### src/rtl/mips_multicycle_pkg.sv
// Shared definitions for the multi-cycle MIPS core:
// opcode/funct constants, ALU operation encoding and FSM states.
package mips_multicycle_pkg;

    localparam logic [5:0] OP_RTYPE = 6'h00;
    localparam logic [5:0] OP_J     = 6'h02;
    localparam logic [5:0] OP_BEQ   = 6'h04;
    localparam logic [5:0] OP_ORI   = 6'h0D;
    localparam logic [5:0] OP_LUI   = 6'h0F;
    localparam logic [5:0] OP_LW    = 6'h23;
    localparam logic [5:0] OP_SW    = 6'h2B;

    localparam logic [5:0] FN_ADDU  = 6'h21;
    localparam logic [5:0] FN_SUBU  = 6'h23;
    localparam logic [5:0] FN_AND   = 6'h24;
    localparam logic [5:0] FN_OR    = 6'h25;
    localparam logic [5:0] FN_SLT   = 6'h2A;

    typedef enum logic [2:0] {
        ALU_ADD,
        ALU_SUB,
        ALU_AND,
        ALU_OR,
        ALU_SLT,
        ALU_PASSB
    } alu_op_e;

    typedef enum logic [2:0] {
        ST_FETCH,
        ST_DECODE,
        ST_EXEC,
        ST_MEM,
        ST_WB
    } state_e;

    function automatic logic [31:0] sext16(input logic [15:0] v);
        return {{16{v[15]}}, v};
    endfunction

endpackage

### src/rtl/mips_multicycle_alu.sv
// Shared 32-bit combinational ALU of the multi-cycle core.
// The zero flag drives the beq decision.
module mips_mc_alu
    import mips_multicycle_pkg::*;
(
    input  alu_op_e     i_op,
    input  logic [31:0] i_a,
    input  logic [31:0] i_b,
    output logic [31:0] o_y,
    output logic        o_zero
);

    // Operation select; arithmetic wraps modulo 2^32, slt is signed
    always_comb begin
        o_y = '0;
        unique case (i_op)
            ALU_ADD:   o_y = i_a + i_b;
            ALU_SUB:   o_y = i_a - i_b;
            ALU_AND:   o_y = i_a & i_b;
            ALU_OR:    o_y = i_a | i_b;
            ALU_SLT:   o_y = {31'd0, $signed(i_a) < $signed(i_b)};
            ALU_PASSB: o_y = i_b;
            default:   o_y = '0;
        endcase
    end

    assign o_zero = (o_y == 32'd0);

endmodule

### src/rtl/mips_multicycle.sv
// Multi-cycle MIPS core: FETCH/DECODE/EXEC/MEM/WB FSM, shared ALU,
// stalling data-memory handshake. Define MIPS_MC_JUMP_EN to decode j.
module mips_multicycle
    import mips_multicycle_pkg::*;
#(
    parameter int          IMEM_AW  = 5,
    parameter int          DMEM_AW  = 5,
    parameter logic [31:0] RESET_PC = 32'h0000_0000
) (
    input  logic               Clk,
    input  logic               Reset,
    output logic [IMEM_AW-1:0] imem_addr,
    input  logic [31:0]        imem_rdata,
    output logic [DMEM_AW-1:0] dmem_addr,
    output logic [31:0]        dmem_wdata,
    output logic               dmem_we,
    output logic               dmem_re,
    input  logic [31:0]        dmem_rdata,
    input  logic               dmem_ready,
    output logic [31:0]        pc_out,
    output logic               illegal
);

    state_e      r_state;
    state_e      w_next;
    logic [31:0] r_pc;
    logic [31:0] r_ir;
    logic [31:0] r_a;
    logic [31:0] r_b;
    logic [31:0] r_target;
    logic [31:0] r_aluout;
    logic [31:0] r_mdr;
    logic [31:0] r_gpr [32];

    logic [5:0]  w_op;
    logic [4:0]  w_rs;
    logic [4:0]  w_rt;
    logic [4:0]  w_rd;
    logic [5:0]  w_funct;
    logic [15:0] w_imm;
    logic [31:0] w_sext;

    logic        w_funct_ok;
    logic        w_is_r;
    logic        w_is_ori;
    logic        w_is_lui;
    logic        w_is_lw;
    logic        w_is_sw;
    logic        w_is_beq;
    logic        w_is_j;
    logic        w_legal;

    alu_op_e     w_alu_op;
    logic [31:0] w_alu_b;
    logic [31:0] w_alu_y;
    logic        w_alu_zero;

    logic [4:0]  w_wb_dst;
    logic [31:0] w_wb_data;
    logic        w_illegal;
    logic        w_we;
    logic        w_re;

    assign w_op    = r_ir[31:26];
    assign w_rs    = r_ir[25:21];
    assign w_rt    = r_ir[20:16];
    assign w_rd    = r_ir[15:11];
    assign w_funct = r_ir[5:0];
    assign w_imm   = r_ir[15:0];
    assign w_sext  = sext16(w_imm);

    assign w_funct_ok = (w_funct == FN_ADDU) || (w_funct == FN_SUBU) ||
                        (w_funct == FN_AND)  || (w_funct == FN_OR)   ||
                        (w_funct == FN_SLT);

    assign w_is_r   = (w_op == OP_RTYPE) && w_funct_ok;
    assign w_is_ori = (w_op == OP_ORI);
    assign w_is_lui = (w_op == OP_LUI);
    assign w_is_lw  = (w_op == OP_LW);
    assign w_is_sw  = (w_op == OP_SW);
    assign w_is_beq = (w_op == OP_BEQ);
`ifdef MIPS_MC_JUMP_EN
    assign w_is_j   = (w_op == OP_J);
`else
    assign w_is_j   = 1'b0;
`endif
    assign w_legal  = w_is_r | w_is_ori | w_is_lui | w_is_lw |
                      w_is_sw | w_is_beq | w_is_j;

    // ALU operation and second operand chosen from the held instruction
    always_comb begin
        w_alu_op = ALU_ADD;
        w_alu_b  = r_b;
        unique case (1'b1)
            w_is_r: begin
                unique case (w_funct)
                    FN_SUBU: w_alu_op = ALU_SUB;
                    FN_AND:  w_alu_op = ALU_AND;
                    FN_OR:   w_alu_op = ALU_OR;
                    FN_SLT:  w_alu_op = ALU_SLT;
                    default: w_alu_op = ALU_ADD;
                endcase
            end
            w_is_ori: begin
                w_alu_op = ALU_OR;
                w_alu_b  = {16'd0, w_imm};
            end
            w_is_lui: begin
                w_alu_op = ALU_PASSB;
                w_alu_b  = {w_imm, 16'd0};
            end
            w_is_lw, w_is_sw: begin
                w_alu_op = ALU_ADD;
                w_alu_b  = w_sext;
            end
            w_is_beq: w_alu_op = ALU_SUB;
            default: ;
        endcase
    end

    mips_mc_alu u_alu (
        .i_op   (w_alu_op),
        .i_a    (r_a),
        .i_b    (w_alu_b),
        .o_y    (w_alu_y),
        .o_zero (w_alu_zero)
    );

    assign w_wb_dst  = w_is_r ? w_rd : w_rt;
    assign w_wb_data = w_is_lw ? r_mdr : r_aluout;

    // Next-state and per-state control outputs
    always_comb begin
        w_next    = r_state;
        w_illegal = 1'b0;
        w_we      = 1'b0;
        w_re      = 1'b0;
        case (r_state)
            ST_FETCH:  w_next = ST_DECODE;
            ST_DECODE: begin
                if (w_legal) begin
                    w_next = ST_EXEC;
                end else begin
                    w_next    = ST_FETCH;
                    w_illegal = 1'b1;
                end
            end
            ST_EXEC: begin
                if (w_is_lw || w_is_sw)
                    w_next = ST_MEM;
                else if (w_is_beq || w_is_j)
                    w_next = ST_FETCH;
                else
                    w_next = ST_WB;
            end
            ST_MEM: begin
                w_we = w_is_sw;
                w_re = w_is_lw;
                if (dmem_ready)
                    w_next = w_is_lw ? ST_WB : ST_FETCH;
            end
            ST_WB:   w_next = ST_FETCH;
            default: w_next = ST_FETCH;
        endcase
    end

    // FSM state register
    always_ff @(posedge Clk or posedge Reset) begin
        if (Reset)
            r_state <= ST_FETCH;
        else
            r_state <= w_next;
    end

    // Datapath registers and register file, updated by state
    always_ff @(posedge Clk or posedge Reset) begin
        if (Reset) begin
            r_pc     <= RESET_PC;
            r_ir     <= '0;
            r_a      <= '0;
            r_b      <= '0;
            r_target <= '0;
            r_aluout <= '0;
            r_mdr    <= '0;
            for (int i = 0; i < 32; i++)
                r_gpr[i] <= '0;
        end else begin
            case (r_state)
                ST_FETCH: begin
                    r_ir <= imem_rdata;
                    r_pc <= r_pc + 32'd4;
                end
                ST_DECODE: begin
                    r_a      <= r_gpr[w_rs];
                    r_b      <= r_gpr[w_rt];
                    r_target <= r_pc + {w_sext[29:0], 2'b00};
                end
                ST_EXEC: begin
                    r_aluout <= w_alu_y;
                    if (w_is_beq && w_alu_zero)
                        r_pc <= r_target;
                    if (w_is_j)
                        r_pc <= {r_pc[31:28], r_ir[25:0], 2'b00};
                end
                ST_MEM: begin
                    if (dmem_ready && w_is_lw)
                        r_mdr <= dmem_rdata;
                end
                ST_WB: begin
                    if (w_wb_dst != 5'd0)
                        r_gpr[w_wb_dst] <= w_wb_data;
                end
                default: ;
            endcase
        end
    end

    assign imem_addr  = r_pc[IMEM_AW+1:2];
    assign dmem_addr  = r_aluout[DMEM_AW+1:2];
    assign dmem_wdata = r_b;
    assign dmem_we    = w_we;
    assign dmem_re    = w_re;
    assign pc_out     = r_pc;
    assign illegal    = w_illegal;

endmodule

### config.mk
export PLATFORM = sky130hd
export DESIGN_NAME = mips_multicycle
export DESIGN_NICKNAME = d
export VERILOG_FILES = /design/src/rtl/mips_multicycle_pkg.sv /design/src/rtl/mips_multicycle_alu.sv /design/src/rtl/mips_multicycle.sv
export SDC_FILE = /design/constraint.sdc
export NUM_CORES = 2
export LEC_CHECK = 0
export BUFFER_PORTS_ARGS = -buffer_cell sky130_fd_sc_hd__buf_2
export CAP_MARGIN = 15
export CELL_PAD_IN_SITES_DETAIL_PLACEMENT = 1
export CELL_PAD_IN_SITES_GLOBAL_PLACEMENT = 1
export CORE_MARGIN = 2
export CORE_UTILIZATION = 45
export DETAILED_ROUTE_END_ITERATION = 6
export PLACE_DENSITY_LB_ADDON = 0.3
export SLEW_MARGIN = 10
export SYNTH_ARGS = -nofsm -noshare
export SYNTH_HDL_FRONTEND = slang
export SYNTH_SLANG_ARGS = --single-unit
### constraint.sdc
create_clock -name Clk -period 48.2 [get_ports Clk]
set_input_delay 9.64 -clock Clk [delete_from_list [all_inputs] [get_ports Clk]]
set_output_delay 9.64 -clock Clk [all_outputs]
set_load 0.05 [all_outputs]
Word-level counts from Yosys, hierarchy flattened
Cells that the tools add are included.
{ "classes": {"add_sub_neg": 4, "n_lt_le_gt_ge": 5, "eq_ne": 21, "muxes": 27, "bitwise": 10, "n_reduce_logical": 19} }
{ "op_table": {"columns": ["operator", "n"], "rows": [
  ["bitwise mux 1024 bit", 1],
  ["binary-select mux 32 bit (select 5 bit)", 2],
  ["2-to-1 mux 32 bit", 7],
  ["one-hot mux 32 bit (6 select lines)", 1],
  ["demux 32 bit (select 5 bit)", 1],
  ["one-hot mux 32 bit (3 select lines)", 1],
  ["adder 32 bit", 2],
  ["one-hot mux 32 bit (2 select lines)", 1],
  ["== test 6 bit, second input constant", 7],
  ["one-hot mux 3 bit (4 select lines)", 3],
  ["adder 32 x 3 -> 32 bit, second input constant", 1],
  ["bitwise AND 32 bit", 1],
  ["zero test 32 bit", 1],
  ["less-than comparator 32 bit", 1],
  ["OR 32 bit", 1],
  ["subtractor 32 bit", 1],
  [">= comparator 6 bit, second input constant", 3],
  ["NOT 5 -> 6 bit", 3],
  ["== test 3 x 2 -> 1 bit, second input constant", 4],
  ["== test 6 x 4 -> 1 bit, second input constant", 2],
  ["2-to-1 mux 3 bit", 4],
  ["== test 3 bit, second input constant", 3],
  ["== test 3 x 1 -> 1 bit, second input constant", 2],
  ["== test 6 x 3 -> 1 bit, second input constant", 1],
  ["other kinds (14)", 32]
]} }
{ "word_totals": {"reg_bits": 1251, "input_bits": 67} }

Longest topological paths before layout
{ "depth": {"ltp_word": 13, "mapped_depth": 25, "mapped_depth_nobuf": 20} }

By module
Synthesis repeated with hierarchy kept, for this count alone.
{ "unflattened": {"hier_cells": 6325, "area_unflattened_um2": 69185.1} }
{ "modules_own_cells": {"columns": ["module", "instances", "cells_each", "area_per_inst_um2", "seq_area_each_um2"], "rows": [
  ["mips_multicycle", 1, 5459, 63554.7, 31305.0],
  ["mips_mc_alu", 1, 866, 5630.4, 0.0]
]} }

Least setup slack after synthesis
No wires, ideal clock.
{ "synth_path": {"path_type": "register -> output", "startpoint": "register r_ir[28]", "endpoint": "output dmem_re", "arrival_time_ns": 2.655, "required_ns": 38.560, "slack_ns": 35.905, "stages_incl_launch_ff": 8, "n_path_buf": 3, "cell_sequence": "dfrtp_1 buf_2 nor2_1 nand4_1 or2_2 clkbuf_1 clkbuf_1 nor3_1"} }
{ "synth_via": {"elab_chain_len": 2} }
{ "synth_rtl": {"columns": ["item", "line", "text"], "rows": [
  ["start, declared", "mips_multicycle.sv:27", "logic [31:0] r_ir;"],
  ["start signal, assigned", "mips_multicycle.sv:190", "r_ir <= imem_rdata;"],
  ["== test 6 bit", "mips_multicycle.sv:79", "assign w_is_lw = (w_op == OP_LW);"],
  ["2-to-1 mux 1 bit", "mips_multicycle.sv:138", "case (r_state)"],
  ["end, declared", "mips_multicycle.sv:17", "output logic dmem_re,"]
]} }
Every way passes these cells.

Worst setup path in the final report
Same ends and word-level chain as after synthesis.

==> impl_metrics.yaml <==
clock_tree:
  clkTransAtPathRegs_ps: 60
  cts_setup_buffers: 0
  cts_made_buffers: 139
  clk_path_buf_depth: 3
  cts_root_buffer: "clkbuf_16"
  cts_tree: "done"
  cts-resized-gates: 0
  cts.hold.buffers_added: 0
  cts_sinks: 1251
  htree_levels: 4
  insertion_delay_ps: 810
drt:
  route.detailed.drc: 0
  wl_per_cell_um: 29.9
  wl_um: 248000
  first_pass_iters: 5
  initialDrtViolationCount: 5415
  viasPerCell: 6.51
  num_vias: 53900
  ant_nets: 0
timing:
  setup_viol: 0
  hold_viol: 0
  clock_skew_ps: 29.2
  holdWs_ps: 397
  drv_slew: 0
  min_period_ps: 13280
  rsz0062_at_grt: "false"
  final.setup.tns_ps: 0
  fmax_mhz: 75.3
  final.setup.worst_slack_ps: 34920
  slew-limit-headroom_pct: 13.1
  min_period_over_period_pct: 27.6
  max_slew.worst_pin.slew_ps: 1270
yosys:
  ys_seq_elements: 1251
  synth_edf_count: 0
  synth_nets: 6548
  yosys_most_used_dff: "dfrtp_1"
  ys_seq_area_share_pct: 45.5
  ys_async_sr_fraction_pct: 100
  yosys.area.top_type_share_pct: 45.5
  synthTopCellsByArea: "dfrtp_1 (46%), mux4_2 (21%), a21oi_1 (5.5%)"
  synth_top_cell_by_area: "dfrtp_1"
  yosys_warnings: 0
  yosysUniqueCellTypes: 98
  avgSynthCellArea_um2: 10.8
  synthesis.area_mm2: 0.0687
  synthCells: 6348
power_and_ir_drop:
  leakagePower_nw: 32.5
  power.density_mw_per_mm2: 66.3
  p_int_mw: 2.80
  power.switching_mw: 2.22
  p_seq_share_pct: 31.2
  switching_share_pct: 44.2
  p_comb_share_pct: 46.9
  peakVddDrop_uv: 44.4
  clockPowerShare_pct: 21.9
floorplanning:
  ios: 144
  die_w_um: 395
  die_y_um: 395
  core_area_mm2: 0.152
  start_util_pct: 45.3
  num_rows: 143
  dieArea_mm2: 0.156
placement:
  placed_cell_area_mm2: 0.0710
  dp_worst_setup_slack_ps: 35090
  portBuffers: 143
  place_hpwl_um: 150000
  gp_congestion: 0.969
global_route:
  grt-ovfl-total: 0
  first_global_vias: 57100
  grtUsageTotal_pct: 32.1
  grt_max_degree: 185
  antenna_found_initial: 15
  grt_pass1_wl_um: 375000
final_layout:
  postLayoutCellArea_mm2: 0.0756
  layout_common_cells: "dfrtp_1 (1,241), a21oi_1 (756), nor2_1 (748), nand2_1 (721), mux4_2 (640)"
  syn2layout_area_growth_pct: 10.0
  drive_gt1_share_pct: 20.7
  layout_commonest_cell: "dfrtp_1"
  multi_input_area_mm2: 0.0349
  register_area_mm2: 0.0313
  fillers: 16100
  layout.nets: 6338
worst_setup_path:
  criticalPathCategory: "reg -> out"
  critPathCaptureType: "primary output"
  cp.required_ps: 38560
  critPathArrivalTime_ps: 3640
  crit_path_max_fanout: 34
  start_kind: "register"
flow_run:
  cap_violations: 0
status:
  outcome: "finished clean"
hold_path:
  hp-class: "reg -> reg"
power by group through the flow:
| stage | sequential [mW] | clock, mW | combinational (mW) |
|---|---|---|---|
| 2_1_floorplan | 1.48 | 0 | 1.64 |
| 4_1_cts | 1.55 | 1.12 | 2.32 |
| 5_1_grt | 1.59 | 1.16 | 2.51 |
| 3_5_place_dp | 1.57 | 0 | 2.31 |
| 6_report | 1.56 | 1.10 | 2.35 |
| 3_3_place_gp | 1.54 | 0 | 2.27 |
final cells by class:
class                           instances  share of cell area (%)
Sequential cell                      1251                    41.4
Inverter                              127                   0.640
Tap cell                             2030                    3.36
Multi-Input combinational cell       4359                    46.2
Clock inverter                         50                   0.662
Timing Repair Buffer                  260                    2.22
Clock buffer                          206                    5.47
Antenna cell                            1                 0.00331
worst max-delay path, stage by stage, from the launching register on:
cell and delay, ps:
dfrtp_1 510, nor2_1 140, nand4_1 510, or2_4 750
nor3_1 580, buf_2 360
flip-flops by register name (all words and copies together), names as in the netlist:
name        cells
r_state         3
r_a            32
pc_out         32
dmem_wdata     32
r_gpr        1024
r_aluout       32
r_ir           32
r_target       32
r_mdr          32
path summary, 6_finish.rpt:
check | slack [ps] | end | cells after the start | start
max | 34920 | dmem_re | 5 | r_ir[28]
min | 400 | r_gpr[998] | 0 | r_gpr[998]
max reg2reg | 40550 | pc_out[3] | 22 | r_ir[31]
min reg2reg | 400 | r_gpr[998] | 0 | r_gpr[998]
max in group asynchronous | 35960 | r_gpr[633] | 5 | Reset
min in group asynchronous | 8920 | pc_out[0] | 2 | Reset
through the flow:
step / instances / power [mW] / util [%]
floorplan: 6348 / 3.12 / -
global placement: 8025 / 3.81 / 46.8
detailed placement: 8025 / 3.87 / 46.8
CTS: 8281 / 4.99 / 49.8
global route: 8283 / 5.26 / 49.8
finish: 8284 / 5.01 / 49.8
synthesized netlist by cell type (42+ instances only):
| cell type | number |
|---|---|
| a21oi_1 | 757 |
| buf_1 | 87 |
| clkbuf_1 | 474 |
| dfrtp_1 | 1251 |
| ha_1 | 130 |
| inv_1 | 126 |
| mux2i_1 | 106 |
| mux4_2 | 640 |
| nand2_1 | 728 |
| nand3_1 | 42 |
| nor2_1 | 766 |
| nor3_1 | 43 |
| o21ai_0 | 547 |
layer usage:
| layer | vias up | share of wire (%) | global-route usage (%) |
|---|---|---|---|
| li1 | 22600 | - | - |
| met1 | 28300 | 40 | 43.4 |
| met2 | 2397 | 47 | 51.0 |
| met3 | 573 | 8.1 | 6.15 |
| met4 | 6 | 4.4 | 13.4 |
| met5 | - | 0.017 | 0 |
cell families after synthesis:
logic type	count (synthesis)	share of synthesized area, %
AND/OR/NAND/NOR	1755	10.6
AO/OA/AOI/OAI	1658	13.7
flip-flops	1251	45.5
multiplexers	785	23.2
buffers and inverters	738	4.22
adder cells (fa/ha/maj)	133	2.45
XOR/XNOR	28	0.357
(Power assumes the default switching activity.)
